--- config.mk ---
export PLATFORM = sky130hd
export DESIGN_NAME = mod16_pwm_tracker
export DESIGN_NICKNAME = d
export VERILOG_FILES = /design/src/rtl/mod16_pwm_tracker.sv
export SDC_FILE = /design/constraint.sdc
export NUM_CORES = 1
export LEC_CHECK = 0
export CAP_MARGIN = 15
export CORE_UTILIZATION = 45
export DETAILED_ROUTE_END_ITERATION = 16
export GPL_ROUTABILITY_DRIVEN = 0
export PLACE_DENSITY = 0.73
export SYNTH_ARGS = -nofsm -noshare
export SYNTH_HDL_FRONTEND = slang
export SYNTH_SLANG_ARGS = --single-unit
--- constraint.sdc ---
create_clock -name clk -period 2 [get_ports clk]
set_input_delay 0.3 -clock clk [delete_from_list [all_inputs] [get_ports clk]]
set_output_delay 0.3 -clock clk [all_outputs]
set_load 0.01 [all_outputs]
--- src/rtl/mod16_pwm_tracker.sv ---
// Tracks a free-running mod-16 counter, locks onto its 15->0 wrap and
// generates a 16-slot PWM with double-buffered duty, period tick and period count.
module mod16_pwm_tracker #(
    parameter int PERIOD_W = 8
) (
    input  logic                clk,
    input  logic                rst,
    input  logic [3:0]          q_in,
    input  logic [3:0]          duty_in,
    input  logic                duty_load,
    input  logic                err_clr,
    output logic                pwm_out,
    output logic                period_tick,
    output logic [PERIOD_W-1:0] period_cnt,
    output logic                locked,
    output logic                seq_err
);

    typedef enum logic [1:0] {IDLE, SYNC, RUN} state_t;

    localparam logic [PERIOD_W-1:0] CNT_ONE = {{(PERIOD_W-1){1'b0}}, 1'b1};

    state_t     state;
    state_t     state_nxt;
    logic [3:0] q_prev;
    logic [3:0] duty_shadow;
    logic [3:0] duty_active;
    logic [3:0] duty_eff;
    logic       wrap;
    logic       bad;

    // A counter may hold its value or advance by one, modulo 16.
    function automatic logic legal_step(input logic [3:0] prev, input logic [3:0] cur);
        return (cur == prev) || (cur == prev + 4'd1);
    endfunction

    always_comb begin
        wrap      = (state != IDLE) && (q_prev == 4'hF) && (q_in == 4'h0);
        bad       = (state != IDLE) && !legal_step(q_prev, q_in);
        // On a wrap the new period already uses the shadow value.
        duty_eff  = wrap ? duty_shadow : duty_active;
        state_nxt = state;
        case (state)
            IDLE:    state_nxt = SYNC;
            SYNC:    if (wrap) state_nxt = RUN;
            RUN:     if (bad)  state_nxt = SYNC;
            default: state_nxt = IDLE;
        endcase
    end

    always_ff @(posedge clk or negedge rst) begin
        if (!rst) begin
            state       <= IDLE;
            q_prev      <= 4'h0;
            duty_shadow <= 4'h0;
            duty_active <= 4'h0;
            pwm_out     <= 1'b0;
            period_tick <= 1'b0;
            period_cnt  <= '0;
            locked      <= 1'b0;
            seq_err     <= 1'b0;
        end else begin
            state       <= state_nxt;
            q_prev      <= q_in;
            locked      <= (state_nxt == RUN);
            period_tick <= wrap;
            pwm_out     <= (state_nxt == RUN) && (q_in < duty_eff);

            if (duty_load)
                duty_shadow <= duty_in;
            if (wrap)
                duty_active <= duty_shadow;

            if (wrap && (state_nxt == RUN))
                period_cnt <= period_cnt + CNT_ONE;

            // A new illegal step takes priority over a clear request.
            if (bad)
                seq_err <= 1'b1;
            else if (err_clr)
                seq_err <= 1'b0;
        end
    end

endmodule

; After elaboration in Yosys (flattened, before gate mapping)
; Index checks and enable logic that the tools add are counted.
[totals]
register_bits = 26
inputBits = 12
out_inout_bits = 12
latchBits = 0
n_memories = 0
mem_bits_ro = 0
mem_bits_rw = 0
[classes]
reduce_logical = 11
shifts = 0
bitwise_logic = 0
magnitude_cmp = 1
div = 0
multipliers = 0
n_eq_ne = 6
n_mux = 6
addsub = 2
[op_table]
columns = op, n
row1 = adder 8 x 1 -> 8 bit (second input constant), 1
row2 = equality test 4 bit, 2
row3 = one-hot mux 2 bit (3 select lines), 1
row4 = logical AND 1 bit, 5
row5 = adder 4 x 1 -> 4 bit (second input constant), 1
row6 = equality test 2 bit (second input constant), 2
row7 = equality test 4 bit (second input constant), 1
row8 = zero test 4 bit, 1
row9 = < comparator 4 bit, 1
row10 = two-way mux 2 bit, 2
row11 = two-way mux 4 bit, 1
row12 = nonzero test 2 bit, 2
row13 = equality test 2 x 1 -> 1 bit (second input constant), 1
row14 = zero test 2 bit, 1
row15 = two-way mux 1 bit, 2
row16 = zero test 1 bit, 1
row17 = logical OR 1 bit, 1

; Depth between registers and ports, before layout
[logic_depth]
ltp_word = 9
depth_mapped = 9
mapped_depth_nobuf = 9

; Worst setup path before layout
; No wires, ideal clock.
[synth_path]
path_type = in2reg
start = in q_in[0]
end = reg pwm_out
t_arrival_ns = 2.208
setup_slack_ns = -0.319
n_path_buf = 0
required_ns = 1.889
setup_time_ns = 0.111
cell_stages = 8
cell_sequence = or4_4 -> nor3_4 -> mux2_2 -> inv_1 -> ha_1 -> nand3_1 -> a21oi_2 -> a2111oi_2
[synth_via]
elab_cells_between_ends = 14
classes_between = order compare: 1 / eq/ne: 3 / mux: 4 / reduce/logical: 6
[synth_lines]
columns = element, line_no
row1 = from (decl), 8  ; input logic [3:0] q_in,
row2 = zero test 4 bit, 38  ; wrap = (state != IDLE) && (q_prev == 4'hF) && (q_in == 4'h0);
row3 = logical AND 1 bit, 38
row4 = named net wrap, 29  ; logic wrap;
row5 = two-way mux 4 bit, -
row6 = named net duty_eff[1], 28  ; logic [3:0] duty_eff;
row7 = < comparator 4 bit, 67  ; pwm_out <= (state_nxt == RUN) && (q_in < duty_eff);
row8 = logical AND 1 bit, 67
row9 = to (signal assigned), 67
row10 = to (decl), 12  ; output logic pwm_out,
; The timed path passes the listed nets, and every way through them passes these cells.
; A chain may end at the register's enable or synchronous reset.

; Worst setup path in the final report
[layout_path]
start = reg q_prev[0]
end = reg pwm_out
[layout_via]
elab_cells_between_ends = 16
classes_between = add/sub: 1 / order compare: 1 / eq/ne: 4 / mux: 4 / reduce/logical: 6
[layout_lines]
columns = element, line_no
row1 = from (decl), 25  ; logic [3:0] q_prev;
row2 = from (signal assigned), 64  ; q_prev <= q_in;
row3 = equality test 4 bit *, 38
row4 = logical AND 1 bit * (2 in a row), 38
row5 = named net wrap, 29
row6 = two-way mux 2 bit, 45  ; SYNC: if (wrap) state_nxt = RUN;
row7 = one-hot mux 2 bit (3 select lines), 43  ; case (state)
row8 = equality test 2 bit, 67
row9 = logical AND 1 bit *, 67
; Mark *: on every way through the listed nets, which the timed path passes. The rest lies on a longest branch.

==> summary.md <==
| Metric | Value |
|---|---|
| Cell type with the largest total area after synthesis | `sky130_fd_sc_hd__dfrtp_1` |
| Post-detailed-route DRC marker count | `0` |
| Kind of start point of the critical path | `flop` |
| Total vias in the final route | `964` |
| Post-synth top area share | `0.5350` |
| Count of buffers inserted at the top-level ports | `23` |
| Number of unique standard cell types used by synthesis | `29` |
| Final min period | `2.170 ns` |
| Net switching fraction of the power | `0.2463` |
| Violations in the final reports | `setup timing` |
| Endpoint of the worst hold-timing path | `q_prev[0]$_DFF_PN0_` |
| Maximum vdd drop | `520.1 uV` |
| Number of nets produced by synthesis | `118` |
| CTS Buf Count | `3` |
| Worst path setup slack after routing | `-0.1697 ns` |
| Pre-CTS setup slack | `-0.7167 ns` |
| Core area | `0.002522 sq mm` |
| Antenna violations before repair | `0` |
| Detailed Routing Iterations Pass 1 | `4` |
| Critical Path Max Stage Delay | `0.39 ns` |
| Areal power density over the cells | `631.4 mW/mm^2` |
| Detailed Route WL | `2784 microns` |
| Proportion of layout cells with a drive suffix above 1 | `0.3782` |
| Highest fanout seen on the critical path | `4` |
| Relative contribution of combinational cells to total power | `0.199` |
| Share of synthesized flip-flops with an asynchronous set or reset | `1.000` |
| Clock slew at reported path FFs | `0.14 ns` |
| Sequential cell fraction of total power | `0.495` |
| Grt ovf | `0` |
| Number of cells in the finished layout apart from fillers | `186` |
| Largest net degree at the start of global routing | `27` |
| Slew HR | `0.7196` |
| Final worst clock skew | `0.005082 ns` |
| Net switching component of the power | `0.2897 mW` |
| Clock Sinks | `26` |
| Number of diodes added for antenna fixing | `0` |
| Clock tree from TritonCTS | `yes` |
| WP buf/inv | `0` |
| Slowest cell on crit path | `sky130_fd_sc_hd__dfrtp_1` |
| Number of failing setup endpoints in the final timing report | `1` |
| Routed vias/inst | `5.183` |
| Buffer depth of the longest clock path | `2` |
| Post-detailed-placement half-perimeter wirelength | `1884 microns` |
| Top post-synthesis cells by count | `26 x sky130_fd_sc_hd__dfrtp_1, 11 x sky130_fd_sc_hd__inv_1, 9 x sky130_fd_sc_hd__nor2_1, 7 x sky130_fd_sc_hd__xor2_1` |
| CTS H-tree lvls | `1` |
| Number of standard-cell rows in the floorplan | `18` |
| GRT Resource Usage Total | `0.2049` |
| Cell-internal power | `0.8867 mW` |
| Number of violations reported at the end of detailed-routing iteration 0 | `8` |
| Max-Cap Viols | `0` |
| Primary flip-flop cell chosen by synthesis mapping | `sky130_fd_sc_hd__dfrtp_1` |
| Final Core Density | `0.7386` |
| Starting density of the core | `0.4821` |
| Drt wl/cell | `14.97 microns` |
| Type of the worst min-delay path | `primary input to flop` |
| Count of flip-flops with a built-in enable after synthesis | `0` |
| Post-route fraction of the period consumed by the critical path | `1.085` |
| IO Pins | `24` |
| Setup repair after global routing missed its margin | `yes` |
| Vertical die dimension | `53.99 microns` |
| Sequential share of the synthesized area | `0.5350` |
| Power after layout | `1.176 mW` |
| Gate count after technology mapping | `101` |
| Kind of capture point of the worst setup path | `flop` |
| Total die area | `0.002914 sq mm` |
| Worst R2R Start | `q_prev[0]$_DFF_PN0_` |
| Per-instance average area after synthesis | `12.04 sq um` |
| Cell with the most instances after synthesis | `sky130_fd_sc_hd__dfrtp_1` |
| Finished layout cell area | `0.001863 sq mm` |
| Max Slew Vio Count | `0` |
| Reg2reg path depth | `7` |
| Flop2flop setup slack | `-0.17 ns` |
| Net count, final | `174` |
| Ordered list of cells on the worst path | `ha_2, nand3_4, nor3_4, mux2i_1, ha_1, a21o_1, a2111oi_2` |
| Via count of the first global-routing pass | `984` |
| Count of nets left with antenna violations after detail routing | `0` |
| Clock latency on the worst-skew pair | `0.32 ns` |
| Die boundary width | `53.99 microns` |
| Hold_sp | `q_in[0]` |
| Yosys warning total | `0` |
| Post-synthesis register bit count | `26` |
| Data required time of the worst path | `2.22 ns` |
| Area Growth Syn to Fin | `53.19%` |
| Number of cells on the worst hold path | `2` |
| Final Hold Fails | `0` |
| Dpl cells | `174` |
| Leakage power | `0.8718 nW` |
| Clock tree root driver cell | `sky130_fd_sc_hd__clkbuf_4` |
| Result of the run | `finished with violations` |
| Gate family responsible for the most delay along the worst path | `compound AO/OA/AOI/OAI gates` |
| Global-route wire length before repair | `4202 microns` |
| Area of the mapped netlist | `0.001216 sq mm` |
| Destination of the worst register-to-register timing path | `pwm_out$_DFF_PN0_` |
| Max Freq | `460.9 MHz` |
| Portion of total power attributed to the clock network | `0.306` |
| Critical path type | `flop to flop` |
| Hold bufs inserted after CTS | `0` |
| Worst path arrival time | `2.39 ns` |
| Ranking of synthesized cells by area | `sky130_fd_sc_hd__dfrtp_1 53%, sky130_fd_sc_hd__ha_1 5.1%, sky130_fd_sc_hd__xor2_1 5.0%` |
| Total cell area at the placement stage | `0.001655 sq mm` |
| Number of cells on the critical path | `7` |
| Slew at the pin closest to its max-slew limit | `0.4172 ns` |
==> what timing repair did <==
item                                    in CTS  in global routing
endpoints found under the setup margin       8                  8
setup buffers                                6                  2
resized for setup                           19                 10
pin swaps                                   10                  9
==> stage by stage <==
step | hold WS, ns | TNS [ns]
after floorplan | 0.004409 | -0.1890
after global placement | 0.4599 | -4.339
after detailed placement | 0.4606 | -5.517
after CTS | 0.2027 | -0.1670
after global routing | 0.2054 | -0.3365
final | 0.2132 | -0.1697
==> power groups by stage <==
stage / combinational, mW / sequential (mW) / clock (mW)
after CTS: 0.212 / 0.581 / 0.369
after detailed placement: 0.201 / 0.589 / 0
final: 0.234 / 0.583 / 0.360
after global routing: 0.257 / 0.587 / 0.388
after floorplan: 0.0931 / 0.589 / 0
after global placement: 0.191 / 0.588 / 0
==> layout by cell type, fill, tap and decap left out, types with 2 or more instances in the layout <==
master,instances
sky130_fd_sc_hd__a21oi_2,2
sky130_fd_sc_hd__buf_2,2
sky130_fd_sc_hd__buf_4,26
sky130_fd_sc_hd__buf_6,2
sky130_fd_sc_hd__clkbuf_4,3
sky130_fd_sc_hd__clkdlybuf4s50_1,19
sky130_fd_sc_hd__dfrtp_1,26
sky130_fd_sc_hd__ha_1,2
sky130_fd_sc_hd__ha_4,2
sky130_fd_sc_hd__inv_1,10
sky130_fd_sc_hd__mux2_2,4
sky130_fd_sc_hd__mux2_4,2
sky130_fd_sc_hd__nand2_1,2
sky130_fd_sc_hd__nand3_1,4
sky130_fd_sc_hd__nand4_1,2
sky130_fd_sc_hd__nor2_1,9
sky130_fd_sc_hd__nor3_4,2
sky130_fd_sc_hd__o22ai_1,2
sky130_fd_sc_hd__xnor2_1,6
sky130_fd_sc_hd__xor2_1,7
==> layout make-up <==
cell class / count / area [sq um]
Tap cell: 30 / 37.54
Inverter: 11 / 41.29
Clock buffer: 3 / 22.52
Clock inverter: 1 / 30.03
Multi-Input combinational cell: 64 / 643.1
Timing Repair Buffer: 51 / 437.9
Fill cell: 166 / 659.4
Sequential cell: 26 / 650.6
==> worst max-delay path by stage <==
stage | slack [ns] | end | startpoint
2_1_floorplan | -0.19 | pwm_out$_DFF_PN0_ | q_in[2]
6_report | -0.17 | pwm_out$_DFF_PN0_ | q_prev[0]$_DFF_PN0_
4_1_cts | -0.17 | pwm_out$_DFF_PN0_ | q_prev[1]$_DFF_PN0_
3_3_place_gp | -0.64 | pwm_out$_DFF_PN0_ | q_in[2]
3_5_place_dp | -0.72 | pwm_out$_DFF_PN0_ | q_in[2]
5_1_grt | -0.34 | pwm_out$_DFF_PN0_ | q_prev[0]$_DFF_PN0_
==> registers in the layout, summed over array words and instances (netlist names) <==
| register | flops |
|---|---|
| q_prev | 4 |
| pwm_out | 1 |
| state | 2 |
| duty_active | 4 |
| period_cnt | 8 |
| seq_err | 1 |
| period_tick | 1 |
| locked | 1 |
| duty_shadow | 4 |
==> per-layer routing <==
layer | vias to the layer above | GRT usage | share of wire
met1 | 471 | 0.2388 | 0.40
met2 | 27 | 0.3807 | 0.55
li1 | 459 | - | -
met4 | 0 | 0.06410 | 0.015
met5 | - | 0 | 0
met3 | 7 | 0.03107 | 0.032
==> worst reg2reg max path, stage by stage (launching register included) <==
cell and delay (ns):
sky130_fd_sc_hd__dfrtp_1 0.39, sky130_fd_sc_hd__ha_2 0.21, sky130_fd_sc_hd__nand3_4 0.09, sky130_fd_sc_hd__nor3_4 0.28, sky130_fd_sc_hd__mux2i_1 0.31, sky130_fd_sc_hd__ha_1 0.29
sky130_fd_sc_hd__a21o_1 0.17, sky130_fd_sc_hd__a2111oi_2 0.34
==> cells by family after synthesis <==
logic type | Yosys count | synth area share
fa+ha+maj | 5 | 0.05144
buf+inv | 11 | 0.03395
mux | 8 | 0.07510
compound gates | 11 | 0.07510
simple gates | 26 | 0.1163
xor+xnor | 14 | 0.1132
flops | 26 | 0.5350
(Power assumes the default switching activity.)
